<file path="src/rtl/multicycle_controller.sv">
// Main control FSM for the multicycle RV32I core: sequences fetch, decode, execute,
// memory and write-back over several cycles with a req/ready memory handshake.
module multicycle_controller #(
    parameter bit MEM_HANDSHAKE = 1'b1,
    parameter bit ILLEGAL_HALT  = 1'b1
) (
    input  logic       clk,
    input  logic       rst_n,
    input  logic [6:0] opcode,
    input  logic       alu_zero,
    input  logic       branch_neg,
    input  logic       mem_ready,
    output logic       mem_req,
    output logic       mem_write,
    output logic       adr_src,
    output logic       ir_write,
    output logic       pc_write,
    output logic       reg_write,
    output logic [1:0] alu_src_a,
    output logic [1:0] alu_src_b,
    output logic [1:0] alu_op,
    output logic [1:0] result_src,
    output logic [1:0] imm_src,
    output logic       retire,
    output logic       trap,
    output logic [3:0] state_dbg
);

    typedef enum logic [3:0] {
        FETCH    = 4'd0,
        DECODE   = 4'd1,
        MEMADR   = 4'd2,
        MEMREAD  = 4'd3,
        MEMWRITE = 4'd4,
        MEMWB    = 4'd5,
        EXEC_R   = 4'd6,
        EXEC_I   = 4'd7,
        ALUWB    = 4'd8,
        BRANCH   = 4'd9,
        JAL      = 4'd10,
        ILLEGAL  = 4'd11
    } state_t;

    typedef struct packed {
        logic       mem_req;
        logic       mem_write;
        logic       adr_src;
        logic       reg_write;
        logic       branch;
        logic       trap;
        logic [1:0] alu_src_a;
        logic [1:0] alu_src_b;
        logic [1:0] alu_op;
        logic [1:0] result_src;
    } ctrl_t;

    localparam logic [6:0] OP_LOAD   = 7'b0000011;
    localparam logic [6:0] OP_STORE  = 7'b0100011;
    localparam logic [6:0] OP_R      = 7'b0110011;
    localparam logic [6:0] OP_I      = 7'b0010011;
    localparam logic [6:0] OP_BRANCH = 7'b1100011;
    localparam logic [6:0] OP_JAL    = 7'b1101111;

    state_t state;
    state_t state_next;
    ctrl_t  ctrl;
    logic   ready;
    logic   in_fetch;
    logic   pc_update;
    logic   branch_taken;

    // Moore control word of a state; it is registered together with the state
    // so the outputs come straight from flops.
    function automatic ctrl_t decode(input state_t s);
        ctrl_t c;
        c = '0;
        case (s)
            FETCH:    begin c.mem_req = 1'b1; c.alu_src_b = 2'b10; c.result_src = 2'b10; end
            DECODE:   begin c.alu_src_a = 2'b01; c.alu_src_b = 2'b01; end
            MEMADR:   begin c.alu_src_a = 2'b10; c.alu_src_b = 2'b01; end
            MEMREAD:  begin c.mem_req = 1'b1; c.adr_src = 1'b1; end
            MEMWRITE: begin c.mem_req = 1'b1; c.mem_write = 1'b1; c.adr_src = 1'b1; end
            MEMWB:    begin c.result_src = 2'b01; c.reg_write = 1'b1; end
            EXEC_R:   begin c.alu_src_a = 2'b10; c.alu_op = 2'b10; end
            EXEC_I:   begin c.alu_src_a = 2'b10; c.alu_src_b = 2'b01; c.alu_op = 2'b10; end
            ALUWB:    c.reg_write = 1'b1;
            BRANCH:   begin c.alu_src_a = 2'b10; c.alu_op = 2'b01; c.branch = 1'b1; end
            JAL:      begin c.alu_src_a = 2'b01; c.alu_src_b = 2'b10; end
            ILLEGAL:  c.trap = 1'b1;
            default:  c = '0;
        endcase
        return c;
    endfunction

    assign ready = MEM_HANDSHAKE ? mem_ready : 1'b1;

    always_comb begin
        state_next = FETCH;
        case (state)
            FETCH:    state_next = ready ? DECODE : FETCH;
            DECODE: begin
                case (opcode)
                    OP_LOAD, OP_STORE: state_next = MEMADR;
                    OP_R:              state_next = EXEC_R;
                    OP_I:              state_next = EXEC_I;
                    OP_BRANCH:         state_next = BRANCH;
                    OP_JAL:            state_next = JAL;
                    default:           state_next = ILLEGAL;
                endcase
            end
            MEMADR:   state_next = opcode[5] ? MEMWRITE : MEMREAD;
            MEMREAD:  state_next = ready ? MEMWB : MEMREAD;
            MEMWRITE: state_next = ready ? FETCH : MEMWRITE;
            EXEC_R, EXEC_I, JAL: state_next = ALUWB;
            ILLEGAL:  state_next = ILLEGAL_HALT ? ILLEGAL : FETCH;
            default:  state_next = FETCH;
        endcase
    end

    always_ff @(posedge clk or negedge rst_n) begin
        if (!rst_n) begin
            state <= FETCH;
            ctrl  <= decode(FETCH);
        end else begin
            state <= state_next;
            ctrl  <= decode(state_next);
        end
    end

    // Handshake-completion terms depend on mem_ready in the same cycle.
    assign in_fetch     = (state == FETCH);
    assign pc_update    = (in_fetch & ready) | (state == JAL);
    assign branch_taken = ctrl.branch & (alu_zero == branch_neg);

    // Everything is gated by rst_n so a reset mid-access drops requests at once.
    assign mem_req    = rst_n & ctrl.mem_req;
    assign mem_write  = rst_n & ctrl.mem_write;
    assign adr_src    = rst_n & ctrl.adr_src;
    assign reg_write  = rst_n & ctrl.reg_write;
    assign trap       = rst_n & ctrl.trap;
    assign ir_write   = rst_n & in_fetch & ready;
    assign pc_write   = rst_n & (pc_update | branch_taken);
    assign retire     = rst_n & ((state == MEMWB) | (state == ALUWB) | (state == BRANCH) |
                                 ((state == MEMWRITE) & ready));
    assign alu_src_a  = rst_n ? ctrl.alu_src_a  : 2'b00;
    assign alu_src_b  = rst_n ? ctrl.alu_src_b  : 2'b00;
    assign alu_op     = rst_n ? ctrl.alu_op     : 2'b00;
    assign result_src = rst_n ? ctrl.result_src : 2'b00;
    assign state_dbg  = state;

    always_comb begin
        imm_src = 2'b00;
        if (rst_n) begin
            case (opcode)
                OP_STORE:  imm_src = 2'b01;
                OP_BRANCH: imm_src = 2'b10;
                OP_JAL:    imm_src = 2'b11;
                default:   imm_src = 2'b00;
            endcase
        end
    end

endmodule

</file>
<file path="config.mk">
export PLATFORM = sky130hd
export DESIGN_NAME = multicycle_controller
export DESIGN_NICKNAME = d
export VERILOG_FILES = /design/src/rtl/multicycle_controller.sv
export SDC_FILE = /design/constraint.sdc
export NUM_CORES = 1
export LEC_CHECK = 0
export BUFFER_PORTS_ARGS = -buffer_cell sky130_fd_sc_hd__buf_2
export CORE_MARGIN = 5
export CORE_UTILIZATION = 36
export CTS_CLUSTER_SIZE = 14
export DETAILED_ROUTE_END_ITERATION = 10
export PLACE_DENSITY = 0.59
export SYNTH_ARGS = -nofsm -noshare
export SYNTH_HDL_FRONTEND = slang
export SYNTH_SLANG_ARGS = --single-unit
</file>
<file path="constraint.sdc">
create_clock -name clk -period 2.47 [get_ports clk]
set_clock_uncertainty 0.1 [all_clocks]
set_input_delay 0.1235 -clock clk [delete_from_list [all_inputs] [get_ports clk]]
set_output_delay 0.1235 -clock clk [all_outputs]
set_load 0.03 [all_outputs]
</file>
==> results of run 1 <==
-- registers in the layout, summed over array words and instances (netlist names) --
register   count
ctrl          14
state_dbg      4
-- cells in the final DEF (no fill, tap or decap), types with 2 or more instances in the layout --
cell,synthesis,routed
a21oi_1,4,4
and2_1,13,13
and3_2,2,2
buf_2,3,33
clkbuf_4,0,3
dfrtp_1,15,15
dfstp_2,3,3
inv_1,4,4
nand2_1,5,5
nand2b_1,2,2
nand3_1,3,3
nor2_1,9,9
nor3_1,4,4
nor3b_1,2,2
o21a_1,2,2
o21ai_0,9,9
or3_1,2,2
-- how the worst min path moves through the flow --
| stage | from | to | slack (ns) | cells after the start |
|---|---|---|---|---|
| after floorplan | rst_n | ctrl[0]$_DFF_PN0_ | -0.27 | 0 |
| after global placement | rst_n | state_dbg[0]$_DFF_PN0_ | -0.09 | 1 |
| after detailed placement | rst_n | state_dbg[0]$_DFF_PN0_ | -0.09 | 1 |
| after CTS | mem_ready | ctrl[0]$_DFF_PN0_ | 0.02 | 3 |
| after global routing | mem_ready | ctrl[0]$_DFF_PN0_ | 0.01 | 3 |
| final | mem_ready | ctrl[0]$_DFF_PN0_ | 0.03 | 3 |
-- cells in the mapped netlist, types with 2 or more instances --
cell type  number  area, um^2
a21oi_1         4        20.0
and2_1         13        81.3
and3_2          2        15.0
buf_2           3        15.0
dfrtp_1        15         375
dfstp_2         3        78.8
inv_1           4        15.0
nand2_1         5        18.8
nand2b_1        2        12.5
nand3_1         3        15.0
nor2_1          9        33.8
nor3_1          4        20.0
nor3b_1         2        15.0
o21a_1          2        15.0
o21ai_0         9        45.0
or3_1           2        12.5
-- power by group --
part / total (mW) / internal, mW / switching, mW
clock network: 0.150 / 0.0627 / 0.0876
registers: 0.524 / 0.419 / 0.105
logic: 0.811 / 0.304 / 0.507
-- final cells by class --
class / count / area share (%)
Multi-Input combinational cell: 79 / 42.5
Sequential cell: 18 / 36.3
Timing Repair Buffer: 35 / 14.6
Tap cell: 31 / 3.10
Clock buffer: 4 / 2.10
Inverter: 5 / 1.50
-- per-layer routing --
metal / global-route usage, % / vias up
met4: 5.45 / 0
met2: 22.0 / 31
li1: - / 449
met1: 14.7 / 416
met3: 1.60 / 2
met5: 0 / -
-- repair_timing --
item	in CTS	in global routing
resized for setup	0	0
endpoints found under the setup margin	0	0
hold buffers	1	0
hold endpoints to repair	16	0
-- through the flow --
step           instances  setup WS, ns
2_1_floorplan        107         0.351
3_3_place_gp         167         0.406
3_5_place_dp         167         0.379
4_1_cts              172         0.372
5_1_grt              172         0.158
6_report             172         0.354
-- logic make-up (layout without fill, tap and decap cells) --
| group | after synthesis | after routing |
|---|---|---|
| multiplexers | 2 | 2 |
| AO/OA/AOI/OAI | 23 | 23 |
| buffers and inverters | 10 | 44 |
| AND/OR/NAND/NOR | 53 | 53 |
| XOR/XNOR | 1 | 1 |
| flip-flops | 18 | 18 |
-- critical path: stages (launching register included) --
cell and delay, ns:
dfrtp_1 0.51, nor4b_4 0.43, nand4bb_2 0.22, o2111ai_4 0.34, nor3_1 0.09, or3_1 0.31
==> results.tsv, run 1 <==
metric	value	unit
CP endpoint	ctrl[7]$_DFF_PN0_	
Placer Congestion	0.864	
Avg WL per Cell	13.7	um
crit path launch type	flip-flop	
crit path capture type	flip-flop	
placed cell areas	1220	um^2
register area share after synthesis	43.9	%
Initial DRC Count	38	
Layout fillers	284	
reg2reg start	state_dbg[3]$_DFF_PN0_	
vias in the first global route	943	
Ports	34	
CP max FO	11	
post-synthesis xor/xnor area fraction	0.846	%
crit path kind	reg2reg	
postcts setup bufs	0	
largest family of logic cells by synthesized area	simple AND/OR/NAND/NOR gates	
CORE AREA	2760	um^2
initial antenna violation count	0	
drt first pass iters	4	
Fmax	473	MHz
Synth cell types	41	
Post-Synth Simple-Gate Area	32.4	%
Worst Hold Class	in2reg	
status	finished clean	
final setup TNS	0	ns
share of layout cells above drive strength 1	34.8	%
final wirelength	2360	um
DRC	0	
end of the worst register-to-register path	ctrl[7]$_DFF_PN0_	
Clk Latency, worst-skew pair	0.29	ns
worst rel slew slack	70.6	%
port buffer count	33	
register area	454	um^2
setup violators final	0	
Fin Hold WS	0.0309	ns
Post-Synthesis Mean Instance Area	9.67	um^2
reg2reg setup slack	0.35	ns
Ys Warns	0	
Die Footprint	4050	um^2
clock buffer depth	2	
antenna-violating nets left	0	
Synth async-reset ratio	100	%
Total Nets Final	154	
Max VDD drop	0.503	mV
total power	1.48	mW
met3 wire length	125	um
post-layout instance area	1250	um^2
die width	63.6	um
Post-Route Utilization	45.4	%
Power Dens Cells	1190	nW/um^2
CP required	2.54	ns
number of synthesized flops with an enable pin	0	
syn nets	119	
worst setup path startpoint	state_dbg[3]$_DFF_PN0_	
global-route wire length before repair	4080	um
Reg2Reg Depth	5	
Adder-Cell Fraction of Synth Area	0	%
final worst path period share	85.7	%
CTS sink cnt	18	
Met1 Wirelength	1040	um
unrepaired setup endpoints after global routing	false	
top layer in use	met4	
area delta synth->final	21.0	%
WP data arrival	2.19	ns
via count	898	
H-tree levels	1	
Netlist Area Pre-Place	1030	um^2
Starting Density	37.5	%
largest net degree at the start of global routing	21	
met2 routed wirelength	1170	um
antenna cell count	0	
min Tclk post-route	2.12	ns
Hold Vio Cnt, Final	0	
Synth Register Bits	18	
CTS tree	yes	
number of max-cap violations	0	
total grt overflow	0	
Vert. Die Dim	63.6	um
CTS Buf Count	3	
compound-gate portion of the synthesized area	16.1	%
clk root buf	clkbuf_4	
multi-input logic area	532	um^2
Leakage	0.634	nW
GR Util All Layers	12.4	%
Top FF cell, synth	dfrtp_1	
Mapped Cells	107	
via/cell ratio	5.22	
Slew @ Worst Pin	0.436	ns
max-slew violations	0	
dpl hpwl	1810	um
row count	19	
Clk pin slew, worst setup/hold paths	0.10	ns
post-synthesis mux area share	2.06	%
Power figures use the tool's default switching activity.
==> run 2: changes to the inputs <==
- CORE_UTILIZATION: 36 -> 49
- PLACE_DENSITY: 0.59 -> 0.77
==> results.tsv, run 2 (synthesis gave the netlist of run 1 again) <==
metric	value	unit	change
largest net degree at the start of global routing	32		+52%
GR Util All Layers	15.1	%	+2.7 points
Clk Latency, worst-skew pair	0.29	ns	about the same
Fmax	471	MHz	-0.39%
row count	16		-3
Placer Congestion	0.831		-3.8%
crit path capture type	flip-flop		
Vert. Die Dim	56.0	um	-12%
port buffer count	33		unchanged
CTS resizes	0		unchanged
Total Nets Final	154		unchanged
Layout fillers	176		-38%
commonest non-fill, non-tap cells in the layout	buf_2, dfrtp_1, and2_1, nor2_1, o21ai_0		
setup violators final	0		unchanged
Power Dens Cells	1200	nW/um^2	+0.83%
final wirelength	2180	um	-7.6%
CTS tree	yes		
status	finished clean		
Hold Vio Cnt, Final	0		unchanged
Reg power frac	34.9	%	-0.4 points
Initial DRC Count	27		-29%
via count	897		-0.11%
die width	56.0	um	-12%
dpl hpwl	1690	um	-6.8%
DRC	0		unchanged
initial antenna violation count	0		unchanged
WP data arrival	2.21	ns	+0.02 ns
Ports	34		unchanged
clk root buf	clkbuf_4		
CTS Buf Count	3		unchanged
worst rel slew slack	70.4	%	-0.20 points
Slew @ Worst Pin	0.439	ns	+0.00301 ns
Comb pwr share	53.3	%	-1.3 points
postcts setup bufs	0		unchanged
max FFs per register	14		unchanged
via/cell ratio	5.34		+2.3%
CP required	2.55	ns	about the same
Leakage	0.640	nW	+0.95%
Largest Register	ctrl		
antenna cell count	0		unchanged
Starting Density	52.2	%	+15 points
total internal power	813	uW	+3.4%
Worst Hold Class	in2reg		
min Tclk post-route	2.12	ns	+0.00824 ns
drt first pass iters	4		unchanged
crit path kind	reg2reg		
share of layout cells above drive strength 1	35.5	%	+0.71 points
vias in the first global route	803		-15%
antenna-violating nets left	0		unchanged
sw power	690	uW	-1.2%
total power	1.50	mW	+1.2%
final setup TNS	0	ns	unchanged
number of max-cap violations	0		unchanged
final worst path period share	86.0	%	+0.33 points
Max VDD drop	0.579	mV	+15%
max-slew violations	0		unchanged
Die Footprint	3130	um^2	-23%
unrepaired setup endpoints after global routing	false		
Post-Route Utilization	63.4	%	+18 points
crit path launch type	flip-flop		
global-route wire length before repair	3740	um	-8.3%
CP max FO	11		unchanged
commonest non-fill, non-tap cell in the layout	buf_2		
Clk pwr share	11.8	%	+1.7 points
Avg WL per Cell	13.0	um	-5.4%
CTS sink cnt	18		unchanged
CORE AREA	1980	um^2	-28%
area delta synth->final	21.5	%	
H-tree levels	1		unchanged
total grt overflow	0		unchanged
CTS hold repair buffers	1		unchanged
clock buffer depth	2		unchanged
Switching Share	45.9	%	-1.2 points
Clk pin slew, worst setup/hold paths	0.09	ns	about the same
[run 2: final cells by class]
type                            count  area [um^2]  share of cell area, %
Multi-Input combinational cell     79          532                   42.3
Sequential cell                    18          454                   36.1
Timing Repair Buffer               35          183                   14.5
Clock buffer                        4         36.3                   2.89
Tap cell                           27         33.8                   2.69
Inverter                            5         18.8                   1.49
[run 2: worst paths after layout]
path,from,to,slack (ns),cells after the start
max,state_dbg[3]$_DFF_PN0_,ctrl[7]$_DFF_PN0_,0.35,5
min,mem_ready,ctrl[0]$_DFF_PN0_,0.03,3
max reg2reg,state_dbg[3]$_DFF_PN0_,ctrl[7]$_DFF_PN0_,0.35,5
min reg2reg,state_dbg[3]$_DFF_PN0_,ctrl[0]$_DFF_PN0_,0.62,1
max in group asynchronous,rst_n,ctrl[1]$_DFF_PN1_,1.74,3
min in group asynchronous,rst_n,state_dbg[3]$_DFF_PN0_,0.25,3
[run 2: critical path, cell delays in order (launching register included)]
cell and delay, ns:
dfrtp_1 0.51, nor4b_4 0.42, nand4bb_2 0.23, o2111ai_4 0.34, nor3_1 0.10, or3_1 0.30
[run 2: routing by layer]
layer	share of wire, %	GRT usage (%)
met1	44	19.3
met2	47	23.1
met3	6.3	3.48
met4	2.6	9.15
met5	0	0
[run 2: power by group through the flow]
stage               Sequential, mW  Clock, mW  Combinational, mW
finish                       0.524      0.178              0.802
detailed placement           0.528          0              0.798
global placement             0.518          0              0.789
global route                 0.541      0.204              0.874
floorplan                    0.515          0              0.633
CTS                          0.522      0.185              0.803
[run 2: stage by stage]
stage | setup WS [ns] | hold slack [ns] | cell area, um^2 | cells
6_report | 0.346 | 0.0289 | 1260 | 168
5_1_grt | 0.210 | 0.0152 | 1260 | 168
4_1_cts | 0.351 | 0.0109 | 1260 | 168
3_5_place_dp | 0.367 | 0.0362 | 1210 | 163
3_3_place_gp | 0.431 | 0.0247 | 1210 | 163
2_1_floorplan | 0.351 | -0.272 | 1030 | 107
